==> src/rtl/fpga_serial_receiver_pkg.sv <==
// Shared definitions for the FPGA-to-FPGA serial link receiver.
// State encodings and link defaults used by the receiver and its sub-modules.
package fpga_serial_receiver_pkg;

    localparam int DEFAULT_DATA_WIDTH = 8;
    localparam int MIN_SYNC_STAGES    = 2;

    typedef enum logic [3:0] {
        IDLE      = 4'd0,
        START_ACK = 4'd1,
        BIT_WAIT  = 4'd2,
        BIT_ACK   = 4'd3,
        FIN_WAIT  = 4'd4,
        FIN_ACK   = 4'd5,
        DONE      = 4'd6,
        ERROR     = 4'd7
    } state_t;

    function automatic logic is_ack_state(input state_t s);
        return (s == START_ACK) || (s == BIT_ACK) || (s == FIN_ACK);
    endfunction

endpackage

==> src/rtl/fpga_serial_receiver_link_sync.sv <==
// Multi-flop synchroniser for one asynchronous link line.
// Depth is set by STAGES; cleared by the asynchronous reset.
module link_sync
    import fpga_serial_receiver_pkg::*;
#(
    parameter int STAGES = MIN_SYNC_STAGES
) (
    input  logic clk,
    input  logic reset,
    input  logic d,
    output logic q
);

    logic [STAGES-1:0] chain;

    always_ff @(posedge clk or posedge reset) begin
        if (reset) begin
            chain <= '0;
        end else begin
            chain <= {chain[STAGES-2:0], d};
        end
    end

    assign q = chain[STAGES-1];

endmodule

==> src/rtl/fpga_serial_receiver.sv <==
// Receiver side of the FPGA-to-FPGA serial link: four-phase handshake
// FSM that deserialises one word per frame, with frame and timeout checks.
module fpga_serial_receiver
    import fpga_serial_receiver_pkg::*;
#(
    parameter int DATA_WIDTH     = DEFAULT_DATA_WIDTH,
    parameter int SYNC_STAGES    = 2,
    parameter int TIMEOUT_CYCLES = 1024
) (
    input  logic                  clk,
    input  logic                  reset,
    input  logic                  rx_req,
    input  logic                  rx_data,
    input  logic                  rx_finish,
    output logic                  rx_ack,
    output logic [DATA_WIDTH-1:0] data_out,
    output logic                  data_valid,
    output logic                  frame_error,
    output logic                  busy
);

    localparam int CW = $clog2(DATA_WIDTH + 1);
    localparam int TW = (TIMEOUT_CYCLES > 0) ? $clog2(TIMEOUT_CYCLES + 1) : 1;

    logic req_s;
    logic data_s;
    logic fin_s;

    link_sync #(.STAGES(SYNC_STAGES)) u_sync_req (
        .clk(clk), .reset(reset), .d(rx_req), .q(req_s)
    );
    link_sync #(.STAGES(SYNC_STAGES)) u_sync_data (
        .clk(clk), .reset(reset), .d(rx_data), .q(data_s)
    );
    link_sync #(.STAGES(SYNC_STAGES)) u_sync_fin (
        .clk(clk), .reset(reset), .d(rx_finish), .q(fin_s)
    );

    state_t                state;
    state_t                state_next;
    logic [DATA_WIDTH-1:0] sreg;
    logic [CW-1:0]         bit_cnt;
    logic [TW-1:0]         wait_cnt;
    logic                  timeout_hit;
    logic                  bit_full;

    assign bit_full    = (bit_cnt == CW'(DATA_WIDTH));
    assign timeout_hit = (TIMEOUT_CYCLES != 0) &&
                         (wait_cnt == TW'(TIMEOUT_CYCLES));

    always_ff @(posedge clk or posedge reset) begin
        if (reset) begin
            state <= IDLE;
        end else begin
            state <= state_next;
        end
    end

    // Protocol violations are tested before the normal advance.
    always_comb begin
        state_next = state;
        case (state)
            IDLE: begin
                if (fin_s)      state_next = ERROR;
                else if (req_s) state_next = START_ACK;
            end
            START_ACK: begin
                if (!req_s) state_next = BIT_WAIT;
            end
            BIT_WAIT: begin
                if (fin_s)      state_next = ERROR;
                else if (req_s) state_next = BIT_ACK;
            end
            BIT_ACK: begin
                if (!req_s) state_next = bit_full ? FIN_WAIT : BIT_WAIT;
            end
            FIN_WAIT: begin
                if (req_s)      state_next = ERROR;
                else if (fin_s) state_next = FIN_ACK;
            end
            FIN_ACK: begin
                if (!fin_s) state_next = DONE;
            end
            DONE: begin
                state_next = IDLE;
            end
            ERROR: begin
                if (!req_s && !fin_s) state_next = IDLE;
            end
            default: begin
                state_next = IDLE;
            end
        endcase
        if (timeout_hit && state != IDLE && state != ERROR) begin
            state_next = ERROR;
        end
    end

    always_ff @(posedge clk or posedge reset) begin
        if (reset) begin
            sreg     <= '0;
            bit_cnt  <= '0;
            wait_cnt <= '0;
        end else begin
            if (state == IDLE && state_next == START_ACK) begin
                sreg    <= '0;
                bit_cnt <= '0;
            end else if (state == BIT_WAIT && state_next == BIT_ACK) begin
                sreg <= {sreg[DATA_WIDTH-2:0], data_s};
                if (!bit_full) bit_cnt <= bit_cnt + 1'b1;
            end
            if (state_next != state) begin
                wait_cnt <= '0;
            end else if (!timeout_hit) begin
                wait_cnt <= wait_cnt + 1'b1;
            end
        end
    end

    // Outputs are registered from the next state so they track the state register.
    always_ff @(posedge clk or posedge reset) begin
        if (reset) begin
            rx_ack      <= 1'b0;
            data_out    <= '0;
            data_valid  <= 1'b0;
            frame_error <= 1'b0;
            busy        <= 1'b0;
        end else begin
            rx_ack      <= is_ack_state(state_next);
            data_valid  <= (state_next == DONE);
            frame_error <= (state_next == ERROR) && (state != ERROR);
            busy        <= (state_next != IDLE);
            if (state_next == DONE) data_out <= sreg;
        end
    end

endmodule

==> config.mk <==
export PLATFORM = sky130hd
export DESIGN_NAME = fpga_serial_receiver
export DESIGN_NICKNAME = d
export VERILOG_FILES = /design/src/rtl/fpga_serial_receiver_pkg.sv /design/src/rtl/fpga_serial_receiver_link_sync.sv /design/src/rtl/fpga_serial_receiver.sv
export SDC_FILE = /design/constraint.sdc
export NUM_CORES = 1
export LEC_CHECK = 0
export ABC_AREA = 1
export CELL_PAD_IN_SITES_DETAIL_PLACEMENT = 1
export CELL_PAD_IN_SITES_GLOBAL_PLACEMENT = 1
export CORE_MARGIN = 1.5
export CORE_UTILIZATION = 48
export DETAILED_ROUTE_END_ITERATION = 16
export PLACE_DENSITY_LB_ADDON = 0.1
export SYNTH_ARGS = -nofsm -noshare
export SYNTH_HDL_FRONTEND = slang
export SYNTH_HIERARCHICAL = 1
export SYNTH_SLANG_ARGS = --single-unit
export TNS_END_PERCENT = 1
==> constraint.sdc <==
create_clock -name clk -period 3.1 [get_ports clk]
set_clock_uncertainty 0.2 [all_clocks]
set_input_delay 0.31 -clock clk [delete_from_list [all_inputs] [get_ports clk]]
set_output_delay 0.31 -clock clk [all_outputs]
set_load 0.05 [all_outputs]
======== Word level (Yosys, flattened, before mapping) ========
Cells that the tools add are included.
operators by class
  $add $sub $neg .......................... 2
  equal/unequal tests ..................... 17
  multiplexer cells ....................... 20
  reduce and logical (&&, ||, !) cells .... 15
operators with widths
  kind                                           count
  two-way mux 4 bit                              14
  case mux 4 bit (7 select lines)                1
  == test 4 x 3 -> 1 bit, second input constant  6
  two-way mux 11 bit                             2
  two-way mux 8 bit                              2
  == test 4 x 2 -> 1 bit, second input constant  3
  adder 11 x 1 -> 11 bit, second input constant  1
  == test 11 bit, second input constant          1
  == test 4 x 1 -> 1 bit, second input constant  2
  nonzero test 4 bit                             2
  logical AND 1 bit                              6
  adder 4 x 1 -> 4 bit, second input constant    1
  == test 4 bit, second input constant           1
  zero test 4 bit                                1
  != test 2 x 1 -> 1 bit, second input constant  2
  != test 4 x 3 -> 1 bit, second input constant  1
  != test 4 bit                                  1
  two-way mux 3 bit                              1
  zero test 1 bit                                2
  logical OR 1 bit                               2
  AND reduction 2 bit                            1
  nonzero test 2 bit                             1
word-level totals
  register bits ........................... 45
  input bits .............................. 5
  output and inout bits ................... 12
  logic and storage cells ................. 66

======== Longest topological paths before layout ========
Gate-level depths: netlist (run 1).
  depth after elaboration ................. 9
  depth in mapped cells ................... 14
  gate-level depth less buffers ........... 14

======== Cells and area by module ========
The synthesis (run 1) kept the hierarchy.
by module, submodules not included
  module                instances  cells each  area an instance (um^2)
  fpga_serial_receiver  1          246         2192.1
  link_sync             3          3           53.8

======== Worst setup path before layout (run 1) ========
OpenSTA, ideal clock, no wires.
  path kind ............................... register -> register
  from .................................... reg wait_cnt[0]
  to ...................................... reg data_out[1]
  setup time .............................. 126 ps
  data arrival time ....................... 1698 ps
  data required time ...................... 2774 ps
  slack ................................... 1075 ps
  stages on the path, launching flop included .. 13
  clock period less this slack ............ 2025 ps
  cell sequence ........................... dfrtp_1 > inv_1 > ha_1 > nand2_1 > inv_1 > nand3_1 > nor2_8 > nand2_4 > nand3_4 > inv_4 > nor3_4 > buf_6 > o21ai_0
between the ends
  cells in the longest elaborated chain, start to end .. 5
RTL lines
  element                          line                         source
  start, declared                  fpga_serial_receiver.sv:43   logic [TW-1:0] wait_cnt;
  start signal, assigned           fpga_serial_receiver.sv:115  wait_cnt <= wait_cnt + 1'b1;
  == test 11 bit                   fpga_serial_receiver.sv:49   (wait_cnt == TW'(TIMEOUT_CYCLES));
  logical AND 1 bit (2 in series)  fpga_serial_receiver.sv:94   if (timeout_hit && state != IDLE && state != ERROR) begin
  two-way mux 4 bit                fpga_serial_receiver.sv:94
  net state_next[1]                fpga_serial_receiver.sv:40   state_t state_next;
  == test 4 x 3 -> 1 bit           fpga_serial_receiver.sv:133  if (state_next == DONE) data_out <= sreg;
  end signal, assigned             fpga_serial_receiver.sv:133
  end, declared                    fpga_serial_receiver.sv:16   output logic [DATA_WIDTH-1:0] data_out,
The timed path passes the listed nets, and every way through them passes these cells.
A chain may end at the register's enable or synchronous reset.

======== Worst setup path after layout (run 1) ========
  from .................................... reg wait_cnt[0]
  to ...................................... reg data_out[2]
Same word-level chain as after synthesis.

==> flow_summary.toml, run 1 <==
[outcome]
status = "completed"

[power]
vdd_drop_max_v = 0.000316
finalPower_mw = 1.94
p_leak_nw = 1.24
power_density_nw_per_um2 = 722

[drt]
dr_total_vias = 1680
ant_nets = 0
drt_iter0_drc = 77
wl_mm = 4.69
firstDrtPassIters = 4
drc = 0
viasPerCell = 4.90
avgRoutedWirePerCell_um = 13.7

[synthesis]
ys_types = 32
syn_inst = 255
syn-mean-instance-area_um2 = 9.23
ys_ff_latch = 45
yosysWarnings = 6
syn_nets = 264
syn-cell-area_um2 = 2350
seq_area_frac_synth_pct = 47.8

[critical_path]
r2r_cells = 11
worst_setup_path_end_kind = "flop"
path_class = "flop to flop"
rrSetupSlack_ps = 760
startpoint_type = "flop"
reg2reg_from = "wait_cnt[0]$_DFFE_PP0P_"
worstReg2RegEnd = "data_out[2]$_DFFE_PP0P_"
cp.arrival_ps = 2310
required_ps = 3070
crit_path_max_fanout = 17

[cts]
tritoncts = "done"
ctsResizeCount = 0
clock_latency_ps = 310
cts_buffers = 5
cts_num_sinks = 45
postCtsSetupRepairBufs = 0
clk_root_buffer_cell = "clkbuf_8"
ctsHoldBuffers = 0
htree_levels = 2
cts.clk_slew.worst_paths_ps = 90
clockBufferDepth = 2

[timing]
hold_viol_final = 0
fin_crit_ps = 2340
slew_violations = 0
fin_crit_sh_pct = 75.5
max_freq_mhz = 427
fin_tns_setup_ps = 0
worstMarginPinSlew_ps = 613
holdWs_ps = 37.7
rsz0062_at_grt = "no"
relSlewSlack_pct = 59.0
finalSetupViolations = 0

[finish]
most-common-layout-cells = "nand2_1, dfrtp_1, inv_1"
antenna_cells = 0
nFillCells = 548
nets = 284
final_common_cell = "nand2_1"
drive_gt1_share_pct = 18.1
fin_area_um2 = 2680
syn_to_final_growth_pct = 14.0
register_area_um2 = 1130
multi_input_area_um2 = 1030
final_util_pct = 56.8

[global_routing]
grt_max_degree = 40
gr-total-overflow = 0
antenna_found_initial = 0
grt_pass1_vias = 1703
grt_pass1_wl_mm = 7.94
grt.total_usage_pct = 19.8

[placement]
dpl_cell_area_um2 = 2560
gp_congestion = 0.897
portBuffers = 16
dp_hpwl_mm = 3.42

[job]
maxCapViolations = 0

[die]
die-area_um2 = 5330
die-width_um = 73.0
core-area_um2 = 4720
die_h_um = 73.0
start_util_pct = 49.8
rows = 25
num_io_pins = 17

[min_path]
holdCritPathClass = "primary input to async pin"
## worst max-delay path, stage by stage, from the launching register on
cell and delay [ps]:
dfrtp_1 430, inv_1 90, ha_1 140, nand2_1 50, inv_1 50, nand3_1 150, nor2_8 150, nand2_4 90
nand3_4 150, inv_4 60, nor3_4 480, o21ai_0 160
## per-layer routing
layer / part of all wire (%) / GRT usage [%]
met1: 44 / 24.3
met2: 52 / 33.9
met3: 2.3 / 3.73
met4: 1.4 / 8.18
met5: 0 / 0
## cells by family (layout without fill, tap and decap cells)
group                      after synthesis  count (layout)  share of synthesized area (%)
buffers and inverters                   42              63                           8.19
xor gates and xnor gates                10              10                           3.72
other                                    1               1                          0.159
adders and majority gates                4               4                           2.13
and+or+nand+nor                        130             130                           32.9
AOI/OAI and AO/OA                       23              23                           5.10
DFF                                     45              45                           47.8
## flip-flops by register name (all words and copies together) (netlist names)
name and flops:
frame_error 1, data_out 8, busy 1, bit_cnt 4, u_sync_req/chain 2, u_sync_fin/chain 2
sreg 8, data_valid 1, wait_cnt 11, state 4, rx_ack 1, u_sync_data/chain 2
## through the flow
| stage | cells | setup WS (ps) |
|---|---|---|
| final | 343 | 761 |
| after global routing | 343 | 525 |
| after CTS | 343 | 734 |
| after detailed placement | 335 | 756 |
| after global placement | 335 | 816 |
| after floorplan | 255 | 1080 |
## synthesized netlist by cell type (all sizes together)
| cell type | instances | area share [%] |
|---|---|---|
| nor2 | 28 | 7.0 |
| o21ai | 16 | 3.6 |
| xor2 | 10 | 3.7 |
| o22ai | 1 | 0.27 |
| dfrtp | 45 | 48 |
| nand4 | 4 | 2.3 |
| a21oi | 6 | 1.3 |
| conb | 1 | 0.16 |
| buf | 5 | 2.1 |
| and2 | 1 | 0.37 |
| nor3 | 13 | 5.4 |
| nor4 | 1 | 0.27 |
| nand3 | 26 | 7.3 |
| ha | 4 | 2.1 |
| nand2 | 56 | 9.9 |
| and3 | 1 | 0.27 |
| inv | 37 | 6.1 |
## layout make-up
| type | instances | area share, % |
|---|---|---|
| Clock inverter | 2 | 1.40 |
| Sequential cell | 45 | 42.0 |
| Clock buffer | 6 | 3.08 |
| Timing Repair Buffer | 18 | 6.53 |
| Tap cell | 67 | 3.12 |
| Multi-Input combinational cell | 168 | 38.6 |
| Inverter | 37 | 5.36 |
## worst max path at each step
stage	startpoint	endpoint	cells past startpoint
2_1_floorplan	wait_cnt[0]$_DFFE_PP0P_	data_out[1]$_DFFE_PP0P_	12
3_3_place_gp	bit_cnt[0]$_DFFE_PP0P_	bit_cnt[0]$_DFFE_PP0P_	13
3_5_place_dp	wait_cnt[0]$_DFFE_PP0P_	data_out[4]$_DFFE_PP0P_	11
4_1_cts	wait_cnt[0]$_DFFE_PP0P_	data_out[4]$_DFFE_PP0P_	11
5_1_grt	wait_cnt[0]$_DFFE_PP0P_	data_out[4]$_DFFE_PP0P_	12
6_report	wait_cnt[0]$_DFFE_PP0P_	data_out[2]$_DFFE_PP0P_	11
## power by group
group	total, mW	switching (mW)	internal [mW]
combinational	0.726	0.507	0.220
clock	0.473	0.211	0.262
sequential	0.739	0.0745	0.664
No activity file was read; power rests on OpenSTA's default activity.
==> run 2, diff against run 1 <==
Settings changed: CORE_UTILIZATION 48 to 45.
Clock period 3.1 ns to 2.2 ns, I/O delays scaled along.
==> flow_summary.toml, run 2 (synthesis results as in run 1) <==
[drt]
ant_nets = 0
avgRoutedWirePerCell_um = 14.4
drt_iter0_drc = 65
drc = 0
wl_mm = 5.29
viasPerCell = 4.93
firstDrtPassIters = 4
dr_total_vias = 1808

[timing]
setup_ws_ps = 11.9
hold_viol_final = 0
rsz0062_at_grt = "yes"
holdWs_ps = 149
relSlewSlack_pct = 65.4
fin_crit_ps = 2190
max_freq_mhz = 457
fin_crit_sh_pct = 99.5
slew_violations = 0
finalSetupViolations = 0
worstMarginPinSlew_ps = 519

[finish]
fin_cells = 367
largest-register = "wait_cnt"
most-common-layout-cells = "nand2_1, dfrtp_1, inv_1"
antenna_cells = 0
drive_gt1_share_pct = 28.3
syn_to_final_growth_pct = 27.9
top_regs = "wait_cnt: 11 flops, data_out: 8 flops, sreg: 8 flops"
fin_area_um2 = 3010
largest_reg_flops = 11
final_common_cell = "nand2_1"
nets = 305
nFillCells = 591

[critical_path]
worst_setup_path_end_kind = "flop"
path_class = "flop to flop"
cp_cell_sequence = "inv_2 > ha_2 > nand2_2 > inv_2 > nand3_4 > nor2_8 > nand2_4 > nand3_4 > inv_4 > nand2_1 > nand4_1 > buf_6 > clkbuf_16 > nor3_2"
required_ps = 2220
startpoint_type = "flop"
rrSetupSlack_ps = 10
cp.arrival_ps = 2210
crit_path_max_fanout = 5
cpLargestDelayFamily = "simple AND/OR/NAND/NOR gates"
slowest_delay_ps = 420
cp_num_buf_inv = 5
slowest_stage = "dfrtp_1"

[global_routing]
grt.total_usage_pct = 20.5
gr-total-overflow = 0
grt_pass1_wl_mm = 8.60
antenna_found_initial = 0
grt_pass1_vias = 1831
grt_max_degree = 40

[cts]
tritoncts = "done"
clock_latency_ps = 300
cts_buffers = 5
clk_root_buffer_cell = "clkbuf_8"
cts.clk_slew.worst_paths_ps = 90
cts_num_sinks = 45
htree_levels = 2
clockBufferDepth = 2

[outcome]
status = "completed"

[power]
finalPower_mw = 3.12
vdd_drop_max_v = 0.000494
power_density_nw_per_um2 = 1040
p_leak_nw = 1.40

[die]
num_io_pins = 17
die-area_um2 = 5670
die_h_um = 75.3
core-area_um2 = 5070
die-width_um = 75.3
rows = 26
start_util_pct = 46.4

[placement]
dp.cells = 347
dpl_cell_area_um2 = 2670
gp_congestion = 0.874
dp_hpwl_mm = 3.58
pre_cts_ws_ps = 28.0
portBuffers = 16

[job]
maxCapViolations = 0

[min_path]
holdCritPathClass = "primary input to flop"
==> run 2: changes by cell type in the layout (fill, tap and decap cells not counted), sizes merged <==
cell         previous run  this run
buf                     2        21
clkinvlp                1         0
dlygate4sd3             0         1
clkbuf                  6         7
clkinv                  0         1
==> run 2: where the power goes <==
part | leakage [nW] | switching (mW) | internal (mW)
clock | 0.0554 | 0.299 | 0.341
sequential | 0.596 | 0.0864 | 0.939
combinational | 0.749 | 0.872 | 0.587
==> run 2: worst register-to-register path, delay by kind of cell, from the launching register on <==
kind / cells / cell delay (ps)
flip-flops: 1 / 420
buffers and inverters: 5 / 510
adder cells (fa/ha/maj): 1 / 170
AND/OR/NAND/NOR: 8 / 810
==> run 2: what timing repair did <==
item | in CTS | in global routing
hold buffers | 1 | 0
pin swaps | 1 | 10
endpoints found under the setup margin | 21 | 30
hold endpoints to repair | 6 | 0
resized for setup | 2 | 29
setup buffers | 0 | 10
cloned | 0 | 1
==> run 2: path summary, 6_finish.rpt <==
path / start / endpoint / cells past startpoint
max reg2reg: wait_cnt[1]$_DFFE_PP0P_ / wait_cnt[10]$_DFFE_PP0P_ / 14
min in group asynchronous: reset / u_sync_req/chain[1]$_DFF_PP0_ / 3
max in group asynchronous: reset / state[0]$_DFF_PP0_ / 4
max: wait_cnt[1]$_DFFE_PP0P_ / wait_cnt[10]$_DFFE_PP0P_ / 14
min: rx_req / u_sync_req/chain[0]$_DFF_PP0_ / 1
min reg2reg: u_sync_fin/chain[0]$_DFF_PP0_ / u_sync_fin/chain[1]$_DFF_PP0_ / 0
==> run 2: layout make-up <==
type	count	area, um2	share of cell area [%]
multi-input combinational	168	1130	37.7
sequential	45	1130	37.5
timing repair buffer	39	402	13.3
inverter	37	146	4.86
tap	70	87.6	2.91
clock buffer	6	72.6	2.41
clock inverter	2	38.8	1.29
==> run 2: through the flow <==
| stage | utilization, % | TNS, ps |
|---|---|---|
| after detailed placement | 52.7 | 0 |
| final | 59.3 | 0 |
| after global placement | 52.7 | 0 |
| after CTS | 55.3 | 0 |
| after global routing | 59.3 | -515 |
| after floorplan | - | 0 |
==> run 2: routing by layer <==
metal | vias up | part of all wire [%] | track usage, %
met2 | 22 | 53 | 35.5
met3 | 10 | 2.2 | 4.76
met1 | 892 | 43 | 25.8
li1 | 884 | - | -
met5 | - | 0 | 0
met4 | 0 | 2.0 | 5.75
